`src/rtl/mux_pam_tdm.sv`:
```
// Time-division PAM word mux: captures a Depth-word frame over valid/ready and
// plays it out one slot at a time, either scanning all indices or repeating one.
module mux_pam_tdm #(
  parameter int Width = 64,
  parameter int Depth = 4,
  parameter int HoldW = 8,
  localparam int IdxW = $clog2(Depth)
) (
  input  logic             CLK,
  input  logic             RST,
  input  logic [Width-1:0] INPUTS [Depth],
  input  logic             IN_VALID,
  output logic             IN_READY,
  input  logic             MODE,
  input  logic [IdxW-1:0]  SEL,
  input  logic [HoldW-1:0] HOLD,
  output logic [Width-1:0] OUT,
  output logic             OUT_VALID,
  output logic [IdxW-1:0]  OUT_IDX,
  output logic             FRAME_DONE
);

  typedef enum logic {IDLE, SEND} state_t;

  localparam logic [IdxW-1:0] LastIdx = IdxW'(Depth - 1);

  state_t           state_q, state_d;
  logic [Width-1:0] frame_q [Depth];
  logic [Width-1:0] frame_d [Depth];
  logic             mode_q, mode_d;
  logic [HoldW-1:0] hold_q, hold_d;
  logic [HoldW-1:0] slot_q, slot_d;
  logic [IdxW-1:0]  idx_q, idx_d;
  logic [Width-1:0] out_q, out_d;
  logic             valid_q, valid_d;
  logic             done_q, done_d;
  logic             ready_q, ready_d;

  logic             accept;
  logic [IdxW-1:0]  first_idx;
  logic [IdxW-1:0]  next_idx;

  always_comb begin
    state_d  = state_q;
    frame_d  = frame_q;
    mode_d   = mode_q;
    hold_d   = hold_q;
    slot_d   = slot_q;
    idx_d    = idx_q;
    out_d    = out_q;
    valid_d  = valid_q;
    done_d   = done_q;
    accept   = IN_VALID && ready_q;
    next_idx = IdxW'(idx_q + 1'b1);
    // Out-of-range manual selects (non-power-of-two Depth) fall back to word 0.
    if (MODE || int'(SEL) >= Depth) begin
      first_idx = '0;
    end else begin
      first_idx = SEL;
    end

    if (accept) begin
      state_d = SEND;
      frame_d = INPUTS;
      mode_d  = MODE;
      hold_d  = HOLD;
      slot_d  = '0;
      idx_d   = first_idx;
      out_d   = INPUTS[first_idx];
      valid_d = 1'b1;
      done_d  = (HOLD == '0) && !MODE;
    end else if (state_q == SEND) begin
      if (done_q) begin
        state_d = IDLE;
        slot_d  = '0;
        idx_d   = '0;
        out_d   = '0;
        valid_d = 1'b0;
        done_d  = 1'b0;
      end else if (slot_q == hold_q) begin
        slot_d = '0;
        idx_d  = next_idx;
        out_d  = frame_q[next_idx];
        done_d = (hold_q == '0) && (next_idx == LastIdx);
      end else begin
        slot_d = slot_q + 1'b1;
        done_d = (slot_d == hold_q) && (!mode_q || idx_q == LastIdx);
      end
    end
    // Ready is registered alongside the outputs so it holds low through reset.
    ready_d = (state_d == IDLE) || done_d;
  end

  always_ff @(posedge CLK) begin
    if (RST) begin
      state_q <= IDLE;
      for (int i = 0; i < Depth; i++) frame_q[i] <= '0;
      mode_q  <= 1'b0;
      hold_q  <= '0;
      slot_q  <= '0;
      idx_q   <= '0;
      out_q   <= '0;
      valid_q <= 1'b0;
      done_q  <= 1'b0;
      ready_q <= 1'b0;
    end else begin
      state_q <= state_d;
      frame_q <= frame_d;
      mode_q  <= mode_d;
      hold_q  <= hold_d;
      slot_q  <= slot_d;
      idx_q   <= idx_d;
      out_q   <= out_d;
      valid_q <= valid_d;
      done_q  <= done_d;
      ready_q <= ready_d;
    end
  end

  assign IN_READY   = ready_q;
  assign OUT        = out_q;
  assign OUT_VALID  = valid_q;
  assign OUT_IDX    = idx_q;
  assign FRAME_DONE = done_q;

endmodule

```
`config.mk`:
```
export PLATFORM = sky130hd
export DESIGN_NAME = mux_pam_tdm
export DESIGN_NICKNAME = d
export VERILOG_FILES = /design/src/rtl/mux_pam_tdm.sv
export SDC_FILE = /design/constraint.sdc
export NUM_CORES = 1
export LEC_CHECK = 0
export CORE_MARGIN = 10
export CORE_UTILIZATION = 47
export DETAILED_ROUTE_END_ITERATION = 8
export GPL_TIMING_DRIVEN = 0
export PLACE_DENSITY = 0.77
export SLEW_MARGIN = 20
export SYNTH_ARGS = -nofsm -noshare
export SYNTH_HDL_FRONTEND = slang
export SYNTH_SLANG_ARGS = --single-unit
```
`constraint.sdc`:
```
create_clock -name CLK -period 2.3 [get_ports CLK]
set_input_delay 0.23 -clock CLK [delete_from_list [all_inputs] [get_ports CLK]]
set_output_delay 0.23 -clock CLK [all_outputs]
set_load 0.01 [all_outputs]
```
Word level (Yosys, flattened, before mapping) --
Cells that the tools add are included.
Word-level totals: memory bits (read-only) 0, memories kept 0, bits in registers 343, bits in latches 0, RAM bits 0, input bits 270, output and inout port bits 69, logic and storage cells 67
Operators by class: $lt $le $gt $ge 2, multipliers 0, shifts and indexed selects 0, equal/unequal tests 4, add/subtract/negate cells 2, bitwise logic cells 3, reductions and logical operators 16, muxes and demuxes 27, divide/modulo/power cells 0
Operators with widths (number):
- $mux 64 | 8
- $bmux 64 s2 | 2
- $eq 8x8->1 | 2
- $logic_not 8->1 | 2
- $mux 8 | 2
- $mux 1 | 10
- $mux 2 | 5
- $add 8x1->8 const B | 1
- $ge 3x3->1 const B | 2
- $not 2->3 | 2
- $eq 2x2->1 const B | 2
- $logic_and 1x1->1 | 4
- $reduce_and 2->1 | 2
- $reduce_bool 2->1 | 2
- $reduce_bool 3->1 | 1
- $add 2x1->2 const B | 1
- $logic_not 1->1 | 2
- $logic_or 1x1->1 | 2
- $reduce_or 2->1 | 1
- $not 1->1 | 1

Logic depth before layout (Yosys ltp) --
depth in word-level cells 9, gate-level depth with buffers 9, mapped depth without buffers 6

Least setup slack after synthesis --
OpenSTA, ideal clock, no wires.
kind register to register, from register idx_q[0] (netlist: OUT_IDX[0]), to register out_q[14] (netlist: OUT[14]), path slack -156 ps, path buffers 4, arrival 2309 ps, library setup time 147 ps, data required time 2153 ps, clock period less this slack 2456 ps, cell stages (with the launch flop) 10, cell sequence dfxtp_1 > buf_4 > buf_2 > inv_1 > ha_1 > buf_2 > clkbuf_1 > mux4_2 > nand2_1 > a311oi_2
On the way: cells in the longest elaborated chain, start to end 9
Ends and longest elaborated chain:
- start: declaration | RTL line 33 | logic [IdxW-1:0] idx_q, idx_d;
- start signal: assignment | RTL line 112 | idx_q <= idx_d;
- $add 2x1->2 | RTL line 54 | next_idx = IdxW'(idx_q + 1'b1);
- $not 2->3 (implied by the code) | RTL line 83 | out_d = frame_q[next_idx];
- $bmux 64 s2 | RTL line 83
- $mux 64 (implied by the code) (2 in a row) | RTL line 83
- $mux 64 | RTL line 80 | end else if (slot_q == hold_q) begin
- $mux 64 | RTL line 73 | if (done_q) begin
- $mux 64 | RTL line 72 | end else if (state_q == SEND) begin
- $mux 64 | RTL line 62 | if (accept) begin
- end signal: assignment | RTL line 113 | out_q <= out_d;
- end: declaration | RTL line 34 | logic [Width-1:0] out_q, out_d;
Every way passes these cells. The select of a mux whose other input is x is not followed. A chain may end at the register's enable or synchronous reset.

Worst setup path in the final report --
from register idx_q[0] (netlist: OUT_IDX[0]), to register out_q[24] (netlist: OUT[24])
Same word-level chain as after synthesis.

==> summary.txt <==
Setup path
  • CP Cell Sequence: buf_12 > buf_12 > inv_1 > ha_4 > buf_12 > clkbuf_8 > mux4_2 > nand2_1 > a311oi_2
  • Worst reg2reg path depth: 9
  • CP startpoint kind: register
  • CP Capture Type: register
  • CP max stage cell: dfxtp_4
  • Most common cell on crit path: buf_12
  • Crit-path max FO: 10
  • Worst Path Required: between 2000 and 3000 ps
  • Arrival @ worst endpoint: 2590 ps
  • Max stage delay on crit path: about 420 ps
  • CP Class: register to register

Run status
  • Status: finished, final reports clean

Floorplanning
  • Core ar.: 35500 µm²
  • I/O pins: 339
  • Height of the die: around 210 µm
  • Die extent in x: between 200 and 250 µm
  • Initial core utilization: 47.5%
  • Rows: 69
  • Die Area: approximately 44000 µm²

Place
  • Gpl congestion: ~0.94
  • Detailed Place HPWL: 48800 µm
  • I/O Buffers: 338
  • Dpl cells: about 2700

Finish
  • Final Net Count: around 2600
  • Layout cells sized above 1: between 10 and 15%
  • Final std cells w/o fill: roughly 2800
  • Area growth syn-to-layout: 32.3%
  • Fin util: 62.8%

STA
  • Fin crit share: 96.6%
  • Hold Vio Cnt, Final: 0
  • Worst-Margin Slew: 1090 ps
  • Worst rel slew slack: 27.2%
  • Fin crit period: 2220 ps
  • Max Fclk: approximately 0.45 GHz
  • Fin. max-slew vios: 0
  • Clk_skew: around 21 ps
  • RSZ-0062 raised after global routing: false
  • Final setup viols: 0

Logic synthesis
  • Number of flops mapped to enable cells by yosys: 0
  • Dominant synthesized flop cell: dfxtp_1
  • Synth Area in Adders: 0.223%
  • Most common cell in the netlist: nand2_1
  • Avg Cell Area, Syn: 8.67 µm²
  • Cells after synthesis: 1943
  • Synth unique cells: 49
  • Share of the synthesized area in the top cell type: 40.7%
  • Synth top cells by count: nand2_1, dfxtp_1, a21oi_1
  • Register area share after synthesis: 40.7%
  • Largest family of logic cells by synthesized area: compound AO/OA/AOI/OAI gates
  • Synth area leaders: dfxtp_1, nand2_1, mux4_2
  • Fraction of registers with async set/reset: 0%
  • Post-Synth XOR/XNOR Area: less than 1%
  • Post-Synth Simple-Gate Area: ~16%
  • Syn Std Cell Area: 16900 µm²
  • Yosys warns: 0
  • Post-synthesis compound-gate area fraction: 20.5%
  • Post-synthesis mux area share: 16.7%
  • Area leader, netlist: dfxtp_1
  • Net Count, Synth: 2216
  • Register bit count reported by yosys: 343

Clocking
  • Worst-Skew Late Latency: 530 ps
  • Worst-path clk slew: 60 ps
  • Clock sinks: about 340
  • CTS root buf: clkbuf_16
  • TritonCTS clock tree: yes
  • H-tree depth: 2
  • Total CTS buffers: 38
  • Clock tree buffer depth: 3

Global routing
  • GRT Total Usage: just under 30%
  • Antenna violations before repair: 3
  • Vias in the first global route: 17800
  • First-pass GRT wire length: between 100000 and 150000 µm
  • Grt total ovfl: 0
  • Largest net degree at the start of global routing: 14

Hold path
  • Type of the worst min-delay path: primary input to register
  • Hold Crit Depth: 3

Run
  • Max_cap viols: 0

Routing
  • Routed WL: approximately 67000 µm
  • Vias/cell: 6.09
  • Pre-antenna DRT Iters: 6
  • DRT antenna net count: 0
  • DR vias: 17100
  • Initial drt markers: 1590
  • Wire per inst: roughly 24 µm
  • Number of remaining DRC errors: 0

Power and ir drop
  • Pwr dens: a little over 900 nW/µm²
  • Total Power: just over 20 mW
  • Leakage: 7.61 nW
  • Maximum VDD drop: 0.000623 V
## cell families after synthesis
family | after synthesis
simple gates | 703
compound gates | 498
flops | 343
mux | 194
buf+inv | 191
xor+xnor | 11
fa+ha+maj | 3
## cell usage in the layout, fill, tap and decap left out, types with 5 or more instances in the layout
cell,Yosys,routed
a311oi_1,20,20
nor2_1,8,7
inv_1,6,6
a311oi_2,50,50
clkbuf_8,0,15
dfxtp_1,343,342
xnor2_1,9,5
xnor2_2,1,5
clkbuf_1,126,112
clkbuf_16,0,41
buf_1,10,8
clkdlybuf4s50_1,0,338
buf_6,7,8
mux4_2,64,64
clkbuf_2,0,13
mux2_2,64,64
a211oi_1,66,66
a21oi_1,273,273
clkinv_2,0,6
nand2_1,667,667
mux2i_1,66,66
o211ai_1,65,65
buf_2,37,35
## state kept, by name, indices dropped and copies added, names as in the netlist
name and flops:
OUT_VALID 1, IN_READY 1, hold_q 8, frame_q 256
state_q 1, mode_q 1, OUT_IDX 2, FRAME_DONE 1
slot_q 8, OUT 64
## worst paths after layout
check                            startpoint                         to  slack (ps)
hold / removal                  INPUTS[238]  frame_q[238]$_SDFFE_PP0P_         280
hold reg to reg   frame_q[187]$_SDFFE_PP0P_  frame_q[187]$_SDFFE_PP0P_         450
setup / recovery    OUT_IDX[0]$_SDFFE_PP0P_       OUT[24]$_SDFFE_PP0P_          80
setup reg to reg    OUT_IDX[0]$_SDFFE_PP0P_       OUT[24]$_SDFFE_PP0P_          80
## layer usage
metal	vias up	track usage, %	share of wire (%)
li1	7637	-	-
met1	8151	35.0	38
met2	1093	47.8	46
met3	230	7.16	10
met4	2	16.0	5.4
met5	-	0	0.010
## worst max-delay path: cells and delay by family, from the launching register on
| kind | cells | cell delay, ps |
|---|---|---|
| adders and majority gates | 1 | 290 |
| AOI/OAI and AO/OA | 1 | 110 |
| and+or+nand+nor | 1 | 110 |
| DFF | 1 | 420 |
| muxes | 1 | 320 |
| buffers and inverters | 5 | 780 |
## power by group
group          switching, mW  internal, mW  total, mW  leakage, nW
Clock                   2.57          3.82       6.39        0.650
Combinational           3.89          2.90       6.79         4.16
Sequential             0.534          6.73       7.26         2.80
Total                   6.99          13.5       20.4         7.61
## what timing repair did
action                                  in CTS  in global routing
gates resized for setup                     27                 31
hold buffers                                 0                  0
setup buffers                                0                  0
cloned                                       0                  0
endpoints found under the setup margin     183                153
## final cells by class
| cell class | instances | area (µm²) |
|---|---|---|
| fillers | 2915 | 13200 |
| multi-input cells | 1409 | 9210 |
| flip-flops and latches | 343 | 6870 |
| repair buffers | 338 | 3380 |
| clock buffers | 57 | 1200 |
| plain buffers | 184 | 922 |
| well taps | 461 | 577 |
| clock inverters | 11 | 115 |
| inverters | 6 | 22.5 |
| diodes | 2 | 5.00 |
## metrics by stage
| step | setup TNS, ps | instance area [µm²] | hold slack, ps | setup slack (ps) |
|---|---|---|---|---|
| finish | 0 | 22300 | 275 | 79.0 |
| floorplan | 0 | 16900 | 366 | 83.0 |
| detailed placement | -187180 | 20800 | 443 | -769 |
| global placement | -181120 | 20800 | 439 | -771 |
| CTS | 0 | 22200 | 265 | 10.8 |
| global route | 0 | 22300 | 292 | 8.16 |
Power figures use the tool's default switching activity.
